$ cat src/rtl/process_scheduler_pkg.sv
// Shared definitions for the round-robin process scheduler.
//   - default table geometry (slot count, pid/pc/quantum widths)
//   - FSM state encoding
//   - process-table entry type
package process_scheduler_pkg;

  localparam int NPROC_D = 4;
  localparam int PIDW_D  = 2;
  localparam int PCW_D   = 32;
  localparam int QW_D    = 32;

  localparam logic [2:0] S_IDLE     = 3'd0;
  localparam logic [2:0] S_RUN      = 3'd1;
  localparam logic [2:0] S_SAVE     = 3'd2;
  localparam logic [2:0] S_SELECT   = 3'd3;
  localparam logic [2:0] S_DISPATCH = 3'd4;

  typedef struct packed {
    logic              active;
    logic [PCW_D-1:0]  pc;
    logic [QW_D-1:0]   quantum;
  } entry_t;

endpackage

$ cat src/rtl/process_scheduler_if.sv
// Scheduler bus: OS control (create), CPU status (interrupt/finish/halt/cur_pc)
// and the timer/PC redirect outputs.
//   master : OS/CPU side, drives requests and status, observes redirects
//   slave  : scheduler
interface process_scheduler_if #(
  parameter int PIDW = 2,
  parameter int PCW  = 32,
  parameter int QW   = 32
);
  logic            interrupt;
  logic            finish;
  logic            halt;
  logic [PCW-1:0]  cur_pc;
  logic            create;
  logic [PIDW-1:0] create_pid;
  logic [PCW-1:0]  create_pc;
  logic [QW-1:0]   create_q;
  logic            create_ack;
  logic            FLAG_timer;
  logic [QW-1:0]   quantum;
  logic            pc_load;
  logic [PCW-1:0]  pc_value;
  logic [PIDW-1:0] cur_pid;
  logic            running;
  logic            idle;

  modport master (
    output interrupt, finish, halt, cur_pc, create, create_pid, create_pc, create_q,
    input  create_ack, FLAG_timer, quantum, pc_load, pc_value, cur_pid, running, idle
  );

  modport slave (
    input  interrupt, finish, halt, cur_pc, create, create_pid, create_pc, create_q,
    output create_ack, FLAG_timer, quantum, pc_load, pc_value, cur_pid, running, idle
  );
endinterface

$ cat src/rtl/process_scheduler_rr_picker.sv
// Round-robin picker: scans the active mask starting at 'start', wrapping
// modulo NPROC; the first set bit wins.
//   mask  : active slots
//   start : first slot examined
//   found : some slot is active
//   sel   : chosen slot (0 when none found)
module rr_picker #(
  parameter int NPROC = 4,
  parameter int PIDW  = 2
) (
  input  logic [NPROC-1:0] mask,
  input  logic [PIDW-1:0]  start,
  output logic             found,
  output logic [PIDW-1:0]  sel
);

  logic [PIDW-1:0] idx;

  always_comb begin
    found = 1'b0;
    sel   = '0;
    idx   = '0;
    for (int i = 0; i < NPROC; i++) begin
      // NPROC is a power of two, so the PIDW-bit add wraps for free
      idx = start + PIDW'(i);
      if (!found && mask[idx]) begin
        found = 1'b1;
        sel   = idx;
      end
    end
  end

endmodule

$ cat src/rtl/process_scheduler.sv
// Round-robin preemptive process scheduler.
// Holds a per-slot table (active, saved PC, quantum). On a timer interrupt it
// saves the running PC; on finish it frees the slot. Either way it picks the
// next active slot after the current one and, in DISPATCH, redirects the PC
// and re-arms the timer with that slot's quantum.
//   clock, reset : system clock, async active-high reset
//   bus          : scheduler bus, slave side (see process_scheduler_if)
module process_scheduler
  import process_scheduler_pkg::*;
#(
  parameter int NPROC = NPROC_D,
  parameter int PIDW  = PIDW_D,
  parameter int PCW   = PCW_D,
  parameter int QW    = QW_D
) (
  input  logic                 clock,
  input  logic                 reset,
  process_scheduler_if.slave   bus
);

  logic [2:0]       state;
  logic [NPROC-1:0] active;
  logic [PCW-1:0]   pc_tab [NPROC];
  logic [QW-1:0]    q_tab  [NPROC];
  logic [PIDW-1:0]  cur_pid_q;
  logic [PIDW-1:0]  sel_q;
  logic             ack_q;

  logic [PIDW-1:0]  start_pid;
  logic             pick_found;
  logic [PIDW-1:0]  pick_sel;
  logic             create_ok;

  // search begins after the running slot so the current one comes last
  assign start_pid = cur_pid_q + PIDW'(1);

  rr_picker #(.NPROC(NPROC), .PIDW(PIDW)) u_pick (
    .mask  (active),
    .start (start_pid),
    .found (pick_found),
    .sel   (pick_sel)
  );

  // a slot can only be claimed while free and not being saved this cycle
  assign create_ok = bus.create && !active[bus.create_pid] &&
                     !(state == S_SAVE && bus.create_pid == cur_pid_q);

  always_ff @(posedge clock or posedge reset) begin
    if (reset) begin
      state     <= S_IDLE;
      active    <= '0;
      cur_pid_q <= '0;
      sel_q     <= '0;
      ack_q     <= 1'b0;
      for (int i = 0; i < NPROC; i++) begin
        pc_tab[i] <= '0;
        q_tab[i]  <= '0;
      end
    end else begin
      ack_q <= create_ok;
      if (create_ok) begin
        active[bus.create_pid] <= 1'b1;
        pc_tab[bus.create_pid] <= bus.create_pc;
        q_tab[bus.create_pid]  <= bus.create_q;
      end

      case (state)
        S_IDLE: begin
          if (|active) state <= S_SELECT;
        end
        S_RUN: begin
          // finish outranks a coincident interrupt: the slot is gone, no save
          if (bus.finish) begin
            active[cur_pid_q] <= 1'b0;
            state             <= S_SELECT;
          end else if (bus.interrupt && !bus.halt) begin
            state <= S_SAVE;
          end
        end
        S_SAVE: begin
          pc_tab[cur_pid_q] <= bus.cur_pc;
          state             <= S_SELECT;
        end
        S_SELECT: begin
          if (pick_found) begin
            sel_q <= pick_sel;
            state <= S_DISPATCH;
          end else begin
            state <= S_IDLE;
          end
        end
        S_DISPATCH: begin
          cur_pid_q <= sel_q;
          state     <= S_RUN;
        end
        default: state <= S_IDLE;
      endcase
    end
  end

  // redirect strobes are decoded from state so reset drops them at once
  assign bus.pc_load    = (state == S_DISPATCH);
  assign bus.FLAG_timer = (state == S_DISPATCH);
  assign bus.pc_value   = bus.pc_load ? pc_tab[sel_q] : '0;
  assign bus.quantum    = bus.pc_load ? q_tab[sel_q]  : '0;
  assign bus.create_ack = ack_q;
  assign bus.cur_pid    = cur_pid_q;
  assign bus.running    = (state == S_RUN);
  assign bus.idle       = (state == S_IDLE);

endmodule

$ cat src/flat_wrapper.sv
// flat-port wrapper written by rule: the top's interface ports become plain ports
module process_scheduler_flat import process_scheduler_pkg::*;
#(
  parameter int NPROC = NPROC_D,
  parameter int PIDW  = PIDW_D,
  parameter int PCW   = PCW_D,
  parameter int QW    = QW_D
)
  (clock, reset, bus_interrupt, bus_finish, bus_halt, bus_cur_pc, bus_create, bus_create_pid, bus_create_pc, bus_create_q, bus_create_ack, bus_FLAG_timer, bus_quantum, bus_pc_load, bus_pc_value, bus_cur_pid, bus_running, bus_idle);
  process_scheduler_if #(.PIDW(PIDW), .PCW(PCW), .QW(QW)) bus_i ();
  input  logic clock;
  input  logic reset;
  input wire logic [$bits(bus_i.interrupt)-1:0] bus_interrupt;
  input wire logic [$bits(bus_i.finish)-1:0] bus_finish;
  input wire logic [$bits(bus_i.halt)-1:0] bus_halt;
  input wire logic [$bits(bus_i.cur_pc)-1:0] bus_cur_pc;
  input wire logic [$bits(bus_i.create)-1:0] bus_create;
  input wire logic [$bits(bus_i.create_pid)-1:0] bus_create_pid;
  input wire logic [$bits(bus_i.create_pc)-1:0] bus_create_pc;
  input wire logic [$bits(bus_i.create_q)-1:0] bus_create_q;
  output wire logic [$bits(bus_i.create_ack)-1:0] bus_create_ack;
  output wire logic [$bits(bus_i.FLAG_timer)-1:0] bus_FLAG_timer;
  output wire logic [$bits(bus_i.quantum)-1:0] bus_quantum;
  output wire logic [$bits(bus_i.pc_load)-1:0] bus_pc_load;
  output wire logic [$bits(bus_i.pc_value)-1:0] bus_pc_value;
  output wire logic [$bits(bus_i.cur_pid)-1:0] bus_cur_pid;
  output wire logic [$bits(bus_i.running)-1:0] bus_running;
  output wire logic [$bits(bus_i.idle)-1:0] bus_idle;
  assign bus_i.interrupt = bus_interrupt;
  assign bus_i.finish = bus_finish;
  assign bus_i.halt = bus_halt;
  assign bus_i.cur_pc = bus_cur_pc;
  assign bus_i.create = bus_create;
  assign bus_i.create_pid = bus_create_pid;
  assign bus_i.create_pc = bus_create_pc;
  assign bus_i.create_q = bus_create_q;
  assign bus_create_ack = bus_i.create_ack;
  assign bus_FLAG_timer = bus_i.FLAG_timer;
  assign bus_quantum = bus_i.quantum;
  assign bus_pc_load = bus_i.pc_load;
  assign bus_pc_value = bus_i.pc_value;
  assign bus_cur_pid = bus_i.cur_pid;
  assign bus_running = bus_i.running;
  assign bus_idle = bus_i.idle;
  process_scheduler #(.NPROC(NPROC), .PIDW(PIDW), .PCW(PCW), .QW(QW)) u_core (.clock(clock), .reset(reset), .bus(bus_i));
endmodule
$ cat config.mk
export PLATFORM = sky130hd
export DESIGN_NAME = process_scheduler_flat
export DESIGN_NICKNAME = d
export VERILOG_FILES = /design/src/rtl/process_scheduler_pkg.sv /design/src/rtl/process_scheduler_if.sv /design/src/rtl/process_scheduler_rr_picker.sv /design/src/rtl/process_scheduler.sv /design/src/flat_wrapper.sv
export SDC_FILE = /design/constraint.sdc
export NUM_CORES = 1
export LEC_CHECK = 0
export ABC_AREA = 1
export BUFFER_PORTS_ARGS = -buffer_cell sky130_fd_sc_hd__buf_2
export CORE_MARGIN = 2
export CORE_UTILIZATION = 55
export DETAILED_ROUTE_END_ITERATION = 10
export MAX_ROUTING_LAYER = met4
export PLACE_DENSITY_LB_ADDON = 0.08
export SETUP_SLACK_MARGIN = 0.5
export SKIP_CTS_REPAIR_TIMING = 1
export SYNTH_ARGS = -nofsm -noshare
export SYNTH_HDL_FRONTEND = slang
export SYNTH_SLANG_ARGS = --single-unit
$ cat constraint.sdc
create_clock -name clock -period 15 [get_ports clock]
set_clock_uncertainty 0.1 [all_clocks]
set_input_delay 0 -clock clock [delete_from_list [all_inputs] [get_ports clock]]
set_output_delay 0 -clock clock [all_outputs]
set_load 0.01 [all_outputs]
==> results.cfg <==
[place]
dp_hpwl_um = 25500
gp_congestion = 0.826
portBuffers = 174

[floorplanning]
fp.dieW_um = 174
start_util_pct = 55.4
die-area_um2 = 30100
die_height_um = 174
core_um2 = 28500
rows = 62
pin_count = 175

[synth]
synth_top_cells_by_count = nand2_1, o21ai_0, inv_1, dfrtp_1, nand3_1
synthTopCellsByArea = dfrtp_1, nand2_1, o21ai_0, nand3_1, inv_1
synth.ff_latch_count = 268
netlist_area_um2 = 15800
synthFlopType = dfrtp_1
ys_types = 26
synth_area_leader_cell = dfrtp_1
syn-num-nets = 2459
yosys_warnings = 0
synth_top_area_share_pct = 42.4
syn_avg_cell_area_um2 = 6.73
async_flop_share_pct = 100
synthCells = 2351
ys_seq_area_share_pct = 42.4
synth.most_common_cell = nand2_1
synth-edff-count = 0

[routing]
vias = 16300
viasPerCell = 5.53
wl_um = 47900
drt_iter0_drc = 1814
drc = 0
routedWlPerCell_um = 16.3
first_pass_iters = 6
drt.antenna.violating_nets = 0

[sta]
setup_tns_ns = 0
finalHoldViolCount = 13
grt_setup_unrepaired = false
max_slew_margin_pct = 19.6
finalCriticalPeriod_ns = 4.42
fmax_mhz = 226
maxSlewViolCount = 0
finalSetupViolCount = 0
whs_ns = -0.0869
finalCritPeriodShare_pct = 29.5
tightest_slew_ns = 1.21

[power_and_ir_drop]
power.density_nw_per_um2 = 197
p_leak_uw = 0.0102
peakVddDrop_mv = 0.139
p_total_uw = 3750

[setup_path]
crit_slowest_cell = nand2_4
critPathLaunchType = flop
critPathKind = reg2reg
path_max_fanout = 67
cp_common_cell = nand2_1
crit_required_ns = 15.42
critical_path.max_stage_delay_ns = 0.95
path_cells = xnor2_1 -> nand3_4 -> nand2_4 -> buf_4 -> nand2_1 -> nand3_1 -> nand2_1 -> dlygate4sd3_1 -> inv_1
cp.arrival_ns = 4.84
endpoint_kind = flop

[clock_network]
cts-root-buf = clkbuf_16
cts_buffers = 31
path_clk_slew_ns = 0.06
htreeDepth = 1
cts_tree = built
clkLatencyLatePin_ns = 0.58
clockBufferDepth = 3
clkSinkCount = 268

[layout]
nets = 2648
syn_to_final_growth_pct = 20.3
drive_gt1_share_pct = 10.5
fillCellCount = 2541

[global_routing]
grt_pass1_vias = 14700
grt_pass1_wl_um = 75700
track_usage_pct = 31.5
overflow = 0
antenna_found_initial = 1
grt_max_degree = 172

[outcome]
violations = negative hold slack
status = finished, violations left

[flow_run]
cap_violations = 0

[worst_hold_path]
hp-class = in2reg
==> through the flow <==
step	hold slack, ns	cells	utilization (%)	worst slack (ns)	instance area (µm²)
final	-0.0869	2949	66.7	10.58	19000
after global placement	0.0884	2761	58.4	10.94	16700
after global routing	0.00541	2948	66.7	10.39	19000
after detailed placement	0.0725	2761	58.4	10.86	16700
after CTS	-0.524	2817	62.1	10.84	17700
after floorplan	0.0743	2351	-	7.52	15800
==> layout make-up <==
class	count	area (µm²)	share of cell area [%]
antenna	2	5.00	0.0263
clock buffer	46	952	5.00
clock inverter	10	115	0.605
inverter	295	1120	5.87
multi-input combinational	1620	7320	38.5
sequential	268	6710	35.3
tap	384	480	2.52
timing repair buffer	324	2330	12.3
==> where the power goes <==
| part | switching (µW) | internal (µW) |
|---|---|---|
| Clock | 311 | 471 |
| Combinational | 1020 | 626 |
| Sequential | 244 | 1080 |
==> path summary, 6_finish.rpt <==
path	endpoint	slack, ns	from	depth (start not counted)
worst min-delay path	u_core.pc_tab[35]	-0.09	bus_create_pc[3]	7
worst max-delay path	u_core.pc_tab[85]	10.58	u_core.bus.cur_pid[0]	9
worst min register to register	u_core.q_tab[5]	0.38	u_core.q_tab[5]	2
worst max register to register	u_core.pc_tab[85]	10.58	u_core.bus.cur_pid[0]	9
max in group asynchronous	u_core.active[3]	13.45	reset	4
min in group asynchronous	u_core.pc_tab[103]	-0.03	reset	3
==> state kept, by name (all words and copies together) (netlist names) <==
name                   cells
u_core.state               3
u_core.q_tab             128
u_core.sel_q               2
u_core.pc_tab            128
u_core.bus.cur_pid         2
u_core.active              4
u_core.bus.create_ack      1
==> worst max-delay path: cells and delay by family (launching register included) <==
| family | cells | cell delay, ns |
|---|---|---|
| xor+xnor | 1 | 0.33 |
| buf+inv | 3 | 1.33 |
| flops | 1 | 0.54 |
| simple gates | 5 | 1.94 |
==> layout by cell type (no fill, tap or decap), drive strengths merged <==
cell type	count
dfrtp	268
dlygate4sd3	130
nand2	707
and2	1
nor2	154
ha	4
mux2i	16
inv	295
clkinv	8
nor3	1
a31oi	1
buf	194
clkbuf	46
nand4	2
o21ai	371
o211ai	1
o32ai	27
o31ai	1
bufinv	2
a21oi	65
xnor2	2
diode	2
nand3	267
==> metal layers <==
metal,GRT usage [%],wire length (µm)
met5,-,0
met4,11.1,1710
met3,3.75,3490
met2,50.6,22700
met1,41.5,20000
==> cell families (layout without fill, tap and decap cells) <==
family,after synthesis,count (layout),share of synthesized area (%)
compound gates,466,466,15.4
xor+xnor,2,2,0.111
buf+inv,463,675,11.7
fa+ha+maj,4,4,0.316
mux,16,16,1.01
flops,268,268,42.4
other cells,0,2,0
simple gates,1132,1132,29.1
Note: power is estimated with default switching activity, not from simulation.
